File: src/rtl/mux4_rr_arbiter_pkg.sv
// ---------------------------------------------------------------------------
// mux4_rr_arbiter_pkg
// Shared definitions for the four-way round-robin mux arbiter:
//   - arb_state_e      : arbiter state encoding (idle / grant)
//   - REQ_A .. REQ_D   : requester index constants, also the mux select codes
//   - PTR_RESET        : rotation pointer value after reset (requester 0 first)
//   - idx_to_onehot()  : requester index -> one-hot grant vector
// ---------------------------------------------------------------------------
package mux4_rr_arbiter_pkg;

    typedef enum logic {
        ARB_IDLE  = 1'b0,
        ARB_GRANT = 1'b1
    } arb_state_e;

    localparam logic [1:0] REQ_A = 2'd0;
    localparam logic [1:0] REQ_B = 2'd1;
    localparam logic [1:0] REQ_C = 2'd2;
    localparam logic [1:0] REQ_D = 2'd3;

    // Pointing at the last requester makes requester 0 the first one scanned.
    localparam logic [1:0] PTR_RESET = REQ_D;

    function automatic logic [3:0] idx_to_onehot(input logic [1:0] idx);
        logic [3:0] oh_v;
        oh_v = 4'b0000;
        case (idx)
            REQ_A:   oh_v = 4'b0001;
            REQ_B:   oh_v = 4'b0010;
            REQ_C:   oh_v = 4'b0100;
            REQ_D:   oh_v = 4'b1000;
            default: oh_v = 4'b0000;
        endcase
        return oh_v;
    endfunction

endpackage

File: src/rtl/mux4_1.sv
// ---------------------------------------------------------------------------
// mux4_1
// Single-bit 4:1 steering mux, the building block replicated per data bit.
// Ports:
//   d0..d3  in  1  data inputs for select codes REQ_A..REQ_D
//   sel     in  2  select code
//   y       out 1  selected input
// ---------------------------------------------------------------------------
module mux4_1
    import mux4_rr_arbiter_pkg::*;
(
    input  logic       d0,
    input  logic       d1,
    input  logic       d2,
    input  logic       d3,
    input  logic [1:0] sel,
    output logic       y
);

    // Steer one of the four inputs to the output.
    always_comb begin
        y = 1'b0;
        case (sel)
            REQ_A:   y = d0;
            REQ_B:   y = d1;
            REQ_C:   y = d2;
            REQ_D:   y = d3;
            default: y = 1'b0;
        endcase
    end

endmodule

File: src/rtl/mux4_rr_arbiter.sv
// ---------------------------------------------------------------------------
// mux4_rr_arbiter
// Round-robin arbiter sharing one 4:1 steering mux among four requesters.
// One requester holds the grant at a time; when it releases its request the
// next requester (scanning upward from the holder, with wrap-around) is
// granted on the same edge, so there is no idle bubble between grants.
//
// Optional feature (macro ARB_TIMEOUT_EN): a holder that keeps its request
// for MAX_HOLD consecutive cycles is pre-empted if anyone else is waiting.
// Without the macro the holder keeps the grant for as long as it requests,
// and the hold counter and MAX_HOLD parameter do not exist.
//
// Parameters:
//   DATA_W    width of each data word and of data_out
//   MAX_HOLD  max consecutive grant cycles per holder (ARB_TIMEOUT_EN only, >=2)
// Ports:
//   clk       in   1       rising-edge clock
//   rst_n     in   1       asynchronous active-low reset
//   req       in   4       level-held request per requester
//   data_a..d in   DATA_W  requester 0..3 data
//   gnt       out  4       one-hot grant (registered), zero when idle
//   sel       out  2       index of current/last holder (registered)
//   valid     out  1       grant active (registered)
//   data_out  out  DATA_W  selected data while valid, else zero
// ---------------------------------------------------------------------------
module mux4_rr_arbiter
    import mux4_rr_arbiter_pkg::*;
#(
    parameter int DATA_W   = 32
`ifdef ARB_TIMEOUT_EN
    ,
    parameter int MAX_HOLD = 8
`endif
) (
    input  logic              clk,
    input  logic              rst_n,
    input  logic [3:0]        req,
    input  logic [DATA_W-1:0] data_a,
    input  logic [DATA_W-1:0] data_b,
    input  logic [DATA_W-1:0] data_c,
    input  logic [DATA_W-1:0] data_d,
    output logic [3:0]        gnt,
    output logic [1:0]        sel,
    output logic              valid,
    output logic [DATA_W-1:0] data_out
);

    // Winner = first set request bit scanning ptr+1, ptr+2, ptr+3, ptr+4
    // (mod 4). The last candidate is the pointer itself, so a lone request
    // from the previous holder is still found. Caller checks |r first.
    function automatic logic [1:0] pick_winner(input logic [3:0] r,
                                               input logic [1:0] ptr);
        logic [1:0] win_v;
        logic [1:0] cand_v;
        logic       found_v;
        win_v   = ptr;
        cand_v  = ptr;
        found_v = 1'b0;
        for (int unsigned k = 32'd1; k <= 32'd4; k++) begin
            cand_v = ptr + k[1:0];
            if (!found_v && r[cand_v]) begin
                win_v   = cand_v;
                found_v = 1'b1;
            end else begin
                win_v   = win_v;
            end
        end
        return win_v;
    endfunction

    arb_state_e        state_r;
    arb_state_e        state_s;
    logic [3:0]        gnt_r;
    logic [3:0]        gnt_s;
    logic [1:0]        sel_r;
    logic [1:0]        sel_s;
    logic              valid_r;
    logic              valid_s;
    logic [1:0]        last_r;
    logic [1:0]        last_s;
    logic [1:0]        arb_win_s;
    logic [DATA_W-1:0] mux_s;

`ifdef ARB_TIMEOUT_EN
    localparam int                HOLD_W    = (MAX_HOLD > 2) ? $clog2(MAX_HOLD) : 1;
    localparam logic [HOLD_W-1:0] HOLD_LAST = HOLD_W'(MAX_HOLD - 1);
    localparam logic [HOLD_W-1:0] HOLD_ONE  = HOLD_W'(1);
    localparam logic [HOLD_W-1:0] HOLD_ZERO = HOLD_W'(0);

    logic [HOLD_W-1:0] hold_cnt_r;
    logic [HOLD_W-1:0] hold_cnt_s;
    logic [3:0]        others_s;
    logic [1:0]        other_win_s;

    // Requesters other than the current holder, and who among them is next.
    always_comb begin
        others_s    = req & ~gnt_r;
        other_win_s = pick_winner(others_s, last_r);
    end
`endif

    // Normal rotation winner; pointer is the last granted requester.
    always_comb begin
        arb_win_s = pick_winner(req, last_r);
    end

    // Next-state and next-output logic of the arbitration FSM.
    always_comb begin
        state_s = state_r;
        gnt_s   = gnt_r;
        sel_s   = sel_r;
        valid_s = valid_r;
        last_s  = last_r;
`ifdef ARB_TIMEOUT_EN
        hold_cnt_s = hold_cnt_r;
`endif
        case (state_r)
            ARB_IDLE: begin
                if (|req) begin
                    state_s = ARB_GRANT;
                    gnt_s   = idx_to_onehot(arb_win_s);
                    sel_s   = arb_win_s;
                    valid_s = 1'b1;
                    last_s  = arb_win_s;
`ifdef ARB_TIMEOUT_EN
                    hold_cnt_s = HOLD_ZERO;
`endif
                end else begin
                    state_s = ARB_IDLE;
                end
            end
            ARB_GRANT: begin
                if (req[sel_r]) begin
`ifdef ARB_TIMEOUT_EN
                    // Pre-empt only when someone else is actually waiting.
                    if ((hold_cnt_r == HOLD_LAST) && (|others_s)) begin
                        gnt_s      = idx_to_onehot(other_win_s);
                        sel_s      = other_win_s;
                        last_s     = other_win_s;
                        hold_cnt_s = HOLD_ZERO;
                    end else if (hold_cnt_r != HOLD_LAST) begin
                        hold_cnt_s = hold_cnt_r + HOLD_ONE;
                    end else begin
                        hold_cnt_s = hold_cnt_r;
                    end
`else
                    state_s = ARB_GRANT;
`endif
                end else if (|req) begin
                    // Holder's own bit is low, so it cannot win here.
                    gnt_s   = idx_to_onehot(arb_win_s);
                    sel_s   = arb_win_s;
                    last_s  = arb_win_s;
`ifdef ARB_TIMEOUT_EN
                    hold_cnt_s = HOLD_ZERO;
`endif
                end else begin
                    // Nobody left: drop the grant but keep sel at the old holder.
                    state_s = ARB_IDLE;
                    gnt_s   = 4'b0000;
                    valid_s = 1'b0;
`ifdef ARB_TIMEOUT_EN
                    hold_cnt_s = HOLD_ZERO;
`endif
                end
            end
            default: begin
                state_s = ARB_IDLE;
                gnt_s   = 4'b0000;
                valid_s = 1'b0;
            end
        endcase
    end

    // Arbiter state and output registers; reset clears the grant at once.
    always_ff @(posedge clk or negedge rst_n) begin
        if (!rst_n) begin
            state_r <= ARB_IDLE;
            gnt_r   <= 4'b0000;
            sel_r   <= REQ_A;
            valid_r <= 1'b0;
            last_r  <= PTR_RESET;
        end else begin
            state_r <= state_s;
            gnt_r   <= gnt_s;
            sel_r   <= sel_s;
            valid_r <= valid_s;
            last_r  <= last_s;
        end
    end

`ifdef ARB_TIMEOUT_EN
    // Consecutive-cycle counter for the current holder, saturating.
    always_ff @(posedge clk or negedge rst_n) begin
        if (!rst_n) begin
            hold_cnt_r <= HOLD_ZERO;
        end else begin
            hold_cnt_r <= hold_cnt_s;
        end
    end
`endif

    // One 4:1 mux per data bit, all steered by the registered select.
    for (genvar b = 0; b < DATA_W; b++) begin : g_bit_mux
        mux4_1 u_mux4_1 (
            .d0  (data_a[b]),
            .d1  (data_b[b]),
            .d2  (data_c[b]),
            .d3  (data_d[b]),
            .sel (sel_r),
            .y   (mux_s[b])
        );
    end

    assign data_out = mux_s & {DATA_W{valid_r}};
    assign gnt      = gnt_r;
    assign sel      = sel_r;
    assign valid    = valid_r;

endmodule

File: config.mk
export PLATFORM = sky130hd
export DESIGN_NAME = mux4_rr_arbiter
export DESIGN_NICKNAME = d
export VERILOG_FILES = /design/src/rtl/mux4_rr_arbiter_pkg.sv /design/src/rtl/mux4_1.sv /design/src/rtl/mux4_rr_arbiter.sv
export SDC_FILE = /design/constraint.sdc
export NUM_CORES = 1
export LEC_CHECK = 0
export CORE_UTILIZATION = 28
export DETAILED_ROUTE_END_ITERATION = 10
export GPL_TIMING_DRIVEN = 0
export PLACE_DENSITY = 0.93
export SYNTH_ARGS = -nofsm -noshare
export SYNTH_HDL_FRONTEND = slang
export SYNTH_SLANG_ARGS = --single-unit
File: constraint.sdc
create_clock -name clk -period 2.9 [get_ports clk]
set_clock_uncertainty 0.15 [all_clocks]
set_input_delay 0.87 -clock clk [delete_from_list [all_inputs] [get_ports clk]]
set_output_delay 0.87 -clock clk [all_outputs]
set_load 0.005 [all_outputs]
==> run metrics, run 1 <==
# port buffers=between 150 and 200; Final Critical Period=~2.9 ns; DP Wirelength=5904 um; P per Cell Area=about 570 nW/um^2; Worst Path Max Fanout=1; H-tree depth=1; Wirelength per Cell=approximately 18 um; total global-route track usage=approximately 22%; CP required=1.88 ns; Worst-path clk slew=about 0.040 ns; Max VDD drop=0.0003797 V; Worst EP arrival=~1.9 ns; final instance area=roughly 3200 sq um; Syn Nets=approximately 270; Row Count=26; Setup crit start kind=input pin; Mapped Cells=between 100 and 150; register bit count reported by yosys=10; worst-skew pair later-pin latency=between 0.2 and 0.25 ns; Lkg Pwr=~1.5 nW; Root Buffer=clkbuf_8; antenna violations before repair=2; CTS tree=done; post-layout util=around 63%; compound-cell area share of the yosys netlist=8.924%; CP max stage delay=0.47 ns; Slew @ Worst Pin=just under 0.6 ns; pre-CTS setup slack=-0.5070 ns; Final Worst Setup Slack=0.007858 ns; Post-Synth Adder-Cell Area=less than 1%; placed cells=between 300 and 400; synthesized area per cell=~12 sq um; Final Cycle Share=99.73%; hold crit path type=register to register; Seq/Total Area, Yosys=roughly 17%; drt first pass iters=4; layout cells sized above 1=31.80%; Synth Area in Simple Gates=17.93%; setup TNS=0 ns; multi-input combinational cell area=around 1200 sq um; Final nets=around 440; Final Slew Violations=0; Setup CP Type=input pin to output pin; ANT nets after route=0; cts bufs inserted=3; total gr overflow=0; status=finished clean; die area=~5700 sq um; Post-DP Area=approximately 3300 sq um; register area=~250 sq um; multiplexer share of the synthesized area=50.21%; DIE HEIGHT=~75 um; DRC=0; Post-Synth XOR/XNOR Area=0%; via count=~1800; max frequency=around 350 MHz; die width=between 70 and 80 um; # setup viols final=0; Boundary Pins=approximately 170; Netlist cell types=26; final hold vios=0; routability cong.=around 0.84; Fill cells=approximately 500; clk sink count=10; Power Total=about 1.8 mW; worst-path cell chain=dlygate4sd2_1 > mux4_2 > and2_1 > buf_2; worst hold slack=0.3212 ns; core box area=5140 sq um; main combinational cell family by area after synthesis=multiplexers; RSZ-0062 raised after global routing=yes; Worst slew margin=~61%; Worst path slowest cell=mux4_2; max-capacitance violation count=0; Initial DRC Count=30; starting density of the core=roughly 29%; wirelength, routed=between 6000 and 7000 um; fin cells=approximately 380; Synth Cell Area=approximately 1500 sq um; Synth warnings=0; Max Root-Sink Buffers=2; Critical Path Sink Type=output pin; vias in the first global route=approximately 1800; largest net degree at the start of global routing=11; first-pass GRT wire length=between 9000 and 10000 um; Area Overhead vs Synth=114.6%; vias per cell=4.886
cells by family (layout without fill, tap and decap cells):
family | count (synthesis) | after routing
AND/OR/NAND/NOR | 48 | 48
multiplexers | 34 | 34
AO/OA/AOI/OAI | 19 | 19
buffers and inverters | 18 | 193
flip-flops | 10 | 10
adder cells (fa/ha/maj) | 1 | 1
other | 0 | 2
cell usage in the layout, fill, tap and decap left out, drive strengths merged:
cell and n:
nor4 1, a31oi 1, a22oi 1, o21a 1, nor3 1, clkdlybuf4s15 3
and2 32, mux2i 1, dfrtp 8, ha 1, o21ai 3, dlygate4sd2 125
o41ai 4, a21oi 5, o311ai 1, dfstp 2, clkdlybuf4s50 12, buf 37
inv 6, diode 2, a21o 2, clkbuf 10, o311a 1, nor2 5
mux4 33, nand2b 2, nand2 7
cells in the mapped netlist, drive strengths merged:
cell type	instances	area share, %
inv	6	1.5
o41ai	4	2.3
o21a	1	0.50
o21ai	3	1.0
nor4	1	0.42
a22oi	1	0.50
a21o	2	1.0
dfstp	2	3.5
clkbuf	7	1.8
buf	5	2.0
mux2i	1	0.67
mux4	33	50
nor2	5	1.3
nand2	7	1.8
nand2b	2	0.83
o311a	1	0.67
nor3	1	0.33
and2	32	13
a21oi	5	1.9
ha	1	0.83
dfrtp	8	13
o311ai	1	0.58
a31oi	1	0.42
critical path: cells and delay by family:
family / cells / cell delay (ns)
simple gates: 1 / 0.17
mux: 1 / 0.47
buf+inv: 2 / 0.37
where the power goes:
part / internal [mW] / leakage [nW] / switching [mW]
Sequential: 0.204 / 0.118 / 0.0539
Combinational: 0.857 / 1.40 / 0.563
Clock: 0.119 / 0.0288 / 0.0526
Total: 1.18 / 1.55 / 0.669
path summary, 6_finish.rpt:
path | from | end | slack [ns] | cells past startpoint
setup / recovery | data_d[11] | data_out[11] | 0.008 | 4
hold / removal | gnt[3] | gnt[3] | 0.32 | 2
setup reg to reg | last_r[1] | gnt[2] | 0.88 | 5
hold reg to reg | gnt[3] | gnt[3] | 0.32 | 2
max in group asynchronous | rst_n | last_r[1] | 1.48 | 1
min in group asynchronous | rst_n | state_r | 0.79 | 1
sequential cells by signal, indices dropped and copies added, names as in the netlist:
name	count
gnt	4
last_r	2
sel	2
state_r	1
valid	1
what timing repair did:
action                                  in CTS  in global routing
cloned                                       0                  0
buffers inserted                             0                  0
hold buffers                                 0                  0
resized for setup                          291                 12
endpoints found under the setup margin      32                 25
final cells by class:
type                            instances  share of cell area, %
Timing Repair Buffer                  172                  46.75
Multi-Input combinational cell        102                  37.70
Sequential cell                        10                  7.851
Tap cell                               70                  2.721
Buffer                                 11                  2.410
Clock buffer                            4                  1.710
Inverter                                6                 0.6996
Antenna cell                            2                 0.1555
per-layer routing:
layer	vias to the layer above	wire length, um	track usage [%]
met5	-	0	0
met4	0	158	8.436
met3	15	614	6.024
met2	75	3668	42.34
met1	886	2415	23.85
li1	866	-	-
No activity file was read; power rests on OpenSTA's default activity.
==> run 2, diff against run 1 <==
--- a/config.mk
+++ b/config.mk
@@ -9,6 +9,7 @@
 export DETAILED_ROUTE_END_ITERATION = 10
 export GPL_TIMING_DRIVEN = 0
 export PLACE_DENSITY = 0.93
+export REMOVE_ABC_BUFFERS = 1
 export SYNTH_ARGS = -nofsm -noshare
 export SYNTH_HDL_FRONTEND = slang
 export SYNTH_SLANG_ARGS = --single-unit
==> run 2 against run 1 <==
Effect of this change: die area unchanged; first-iteration DRC count increased by 73%; highest routed layer unchanged; setup slack better by 0.016 ns; utilization decreased by 1.8 points; combinational power is 8% lower; largest power group unchanged; register-to-register slack lost 0.06 ns; clock-buffer cell count is the same; design area shrank 2.8%.
==> run metrics, run 2 (same netlist as run 1, synthesis figures left out) <==
status=finished clean (unchanged); Initial DRC Count=52 (was 30); Final Critical Period=2.876 ns (was 2.892 ns); Boundary Pins=173 (unchanged); total global-route track usage=21.98% (was 22.46%); total gr overflow=0 (unchanged); largest net degree at the start of global routing=35 (was 11); antenna violations before repair=1 (was 2); starting density of the core=29.19% (unchanged); commonest non-fill, non-tap cells in the layout=dlygate4sd2_1, mux4_2, buf_2 (was dlygate4sd2_1, mux4_2, buf_6); max-capacitance violation count=0 (unchanged); Area Overhead vs Synth=108.6% (was 114.6%); layout cells sized above 1=28.96% (was 31.80%); clk sink count=10 (unchanged); vias in the first global route=1879 (was 1788); hold crit path type=register to register (unchanged); Worst R2R Setup Slack=0.82 ns (was 0.88 ns); worst reg2reg path depth=4 (was 5); Fill cells=500 (was 503); P per Cell Area=579.5 nW/um^2 (was 574.3 nW/um^2); Root Buffer=clkbuf_8 (unchanged); worst-skew pair later-pin latency=0.24 ns (was 0.23 ns); core box area=5140 sq um (unchanged); CP required=1.88 ns (about the same); post-layout util=60.88% (was 62.63%); # port buffers=172 (unchanged); Hold EP=gnt[2] (was gnt[3]); worst-path cell chain=dlygate4sd2_1 > mux4_2 > and2_1 > buf_2 (unchanged); max frequency=347.7 MHz (was 345.8 MHz); Setup crit start kind=input pin (unchanged); Row Count=26 (unchanged); final instance area=3129 sq um (was 3219 sq um); fin cells=368 (was 377); Hold Crit Start=gnt[2] (was gnt[3]); Worst-path clk slew=0.05 ns (was 0.04 ns); Final Slew Violations=0 (unchanged); Post-DP Area=3302 sq um (was 3309 sq um); routability cong.=0.7511 (was 0.8381); Worst EP arrival=1.86 ns (was 1.87 ns); Worst Path Max Fanout=1 (unchanged); cts bufs inserted=3 (unchanged); Worst path slowest cell=mux4_2 (unchanged); DP Wirelength=5440 um (was 5904 um); global route hottest layer=met2 (unchanged); H-tree depth=1 (unchanged); met2 usage=40.14% (was 42.34%); CTS tree=done (unchanged); # setup viols final=0 (unchanged); Max VDD drop=0.0006102 V (was 0.0003797 V); Worst slew margin=59.91% (was 61.05%); global-route met3 utilization=4.819% (was 6.024%); Wirelength per Cell=17.99 um (was 18.19 um); global routing usage on met1=24.77% (was 23.85%); commonest non-fill, non-tap cell in the layout=dlygate4sd2_1 (unchanged); final hold vios=0 (unchanged); vias per cell=4.940 (was 4.886); Slew @ Worst Pin=0.5937 ns (was 0.5782 ns); placed cells=362 (was 372); DIE HEIGHT=75.20 um (unchanged); reg-to-reg critical path endpoint=gnt[0] (was gnt[2]); wirelength, routed=6620 um (was 6856 um); Max Root-Sink Buffers=2 (unchanged); Hold-fix buffers, CTS=0 (unchanged); CP max stage delay=0.47 ns (about the same); die area=5654 sq um (unchanged); Setup CP Type=input pin to output pin (unchanged); hold path cells=2 (unchanged); via count=1818 (was 1842); first-pass GRT wire length=9211 um (was 9252 um); DRC=0 (unchanged); Final nets=433 (was 441); drt first pass iters=4 (unchanged); Final Cycle Share=99.17% (was 99.73%); Lkg Pwr=1.512 nW (was 1.548 nW); RSZ-0062 raised after global routing=no (was yes); max reg flops=4 (unchanged); FF-to-FF Start=sel[0] (was last_r[1]); ANT nets after route=0 (unchanged); Critical Path Sink Type=output pin (unchanged); die width=75.20 um (unchanged)
## run 2: final cells by class
| cell class | instances | area (sq um) | share of cell area [%] |
|---|---|---|---|
| Antenna cell | 1 | 2.502 | 0.07997 |
| Clock buffer | 4 | 55.05 | 1.759 |
| Inverter | 6 | 22.52 | 0.7197 |
| Multi-Input combinational cell | 102 | 1189 | 37.98 |
| Sequential cell | 10 | 259.0 | 8.277 |
| Tap cell | 70 | 87.58 | 2.799 |
| Timing Repair Buffer | 175 | 1514 | 48.38 |
## run 2: power breakdown
part / internal [mW] / switching (mW) / total (mW)
Combinational: 0.829 / 0.474 / 1.30
Clock: 0.119 / 0.0539 / 0.173
Sequential: 0.210 / 0.127 / 0.337
Total: 1.16 / 0.654 / 1.81
## run 2: repair_timing
action                                  4_1_cts  5_1_grt
setup buffers                                 1        0
endpoints found under the setup margin       32       12
pin swaps                                     0        0
gates resized for setup                     269       10
## run 2: routing by layer
| layer | vias up | part of all wire, % | wire length, um |
|---|---|---|---|
| met5 | - | 0 | 0 |
| met4 | 0 | 3.7 | 246 |
| met3 | 24 | 8.4 | 557 |
| met2 | 89 | 51 | 3393 |
| met1 | 859 | 37 | 2422 |
| li1 | 846 | - | - |
## run 2: per-stage QoR
stage | TNS [ns] | setup WS [ns] | power (mW) | hold WS (ns)
2_1_floorplan | -12.27 | -0.3835 | 1.088 | 0.3173
3_3_place_gp | -43.68 | -1.261 | 1.625 | 0.3162
3_5_place_dp | -15.13 | -0.5343 | 1.702 | 0.3291
4_1_cts | 0 | 0.002112 | 1.821 | 0.3518
5_1_grt | 0 | 0.0001676 | 1.949 | 0.3672
6_report | 0 | 0.02402 | 1.813 | 0.3494
## run 2: critical path: cells and delay by family
kind                   cells  cell delay (ns)
buffers and inverters      2             0.35
muxes                      1             0.47
and+or+nand+nor            1             0.17
## run 2: worst max-delay path by stage
stage / startpoint / end / slack, ns / depth (start not counted)
floorplan: sel[0] / data_out[0] / -0.38 / 2
global placement: sel[0] / data_out[21] / -1.26 / 3
detailed placement: data_a[17] / data_out[17] / -0.53 / 4
CTS: data_d[2] / data_out[2] / 0.002 / 4
global route: data_d[4] / data_out[4] / 0.0002 / 4
finish: data_d[14] / data_out[14] / 0.02 / 4
==> run 3, diff against run 2 <==
--- a/config.mk
+++ b/config.mk
@@ -6,6 +6,7 @@
 export NUM_CORES = 1
 export LEC_CHECK = 0
 export CORE_UTILIZATION = 28
+export CTS_CLUSTER_SIZE = 28
 export DETAILED_ROUTE_END_ITERATION = 10
 export GPL_TIMING_DRIVEN = 0
 export PLACE_DENSITY = 0.93
==> results of run 3 <==
Same layout as run 2: the final DEF is identical, and so are final timing and power.
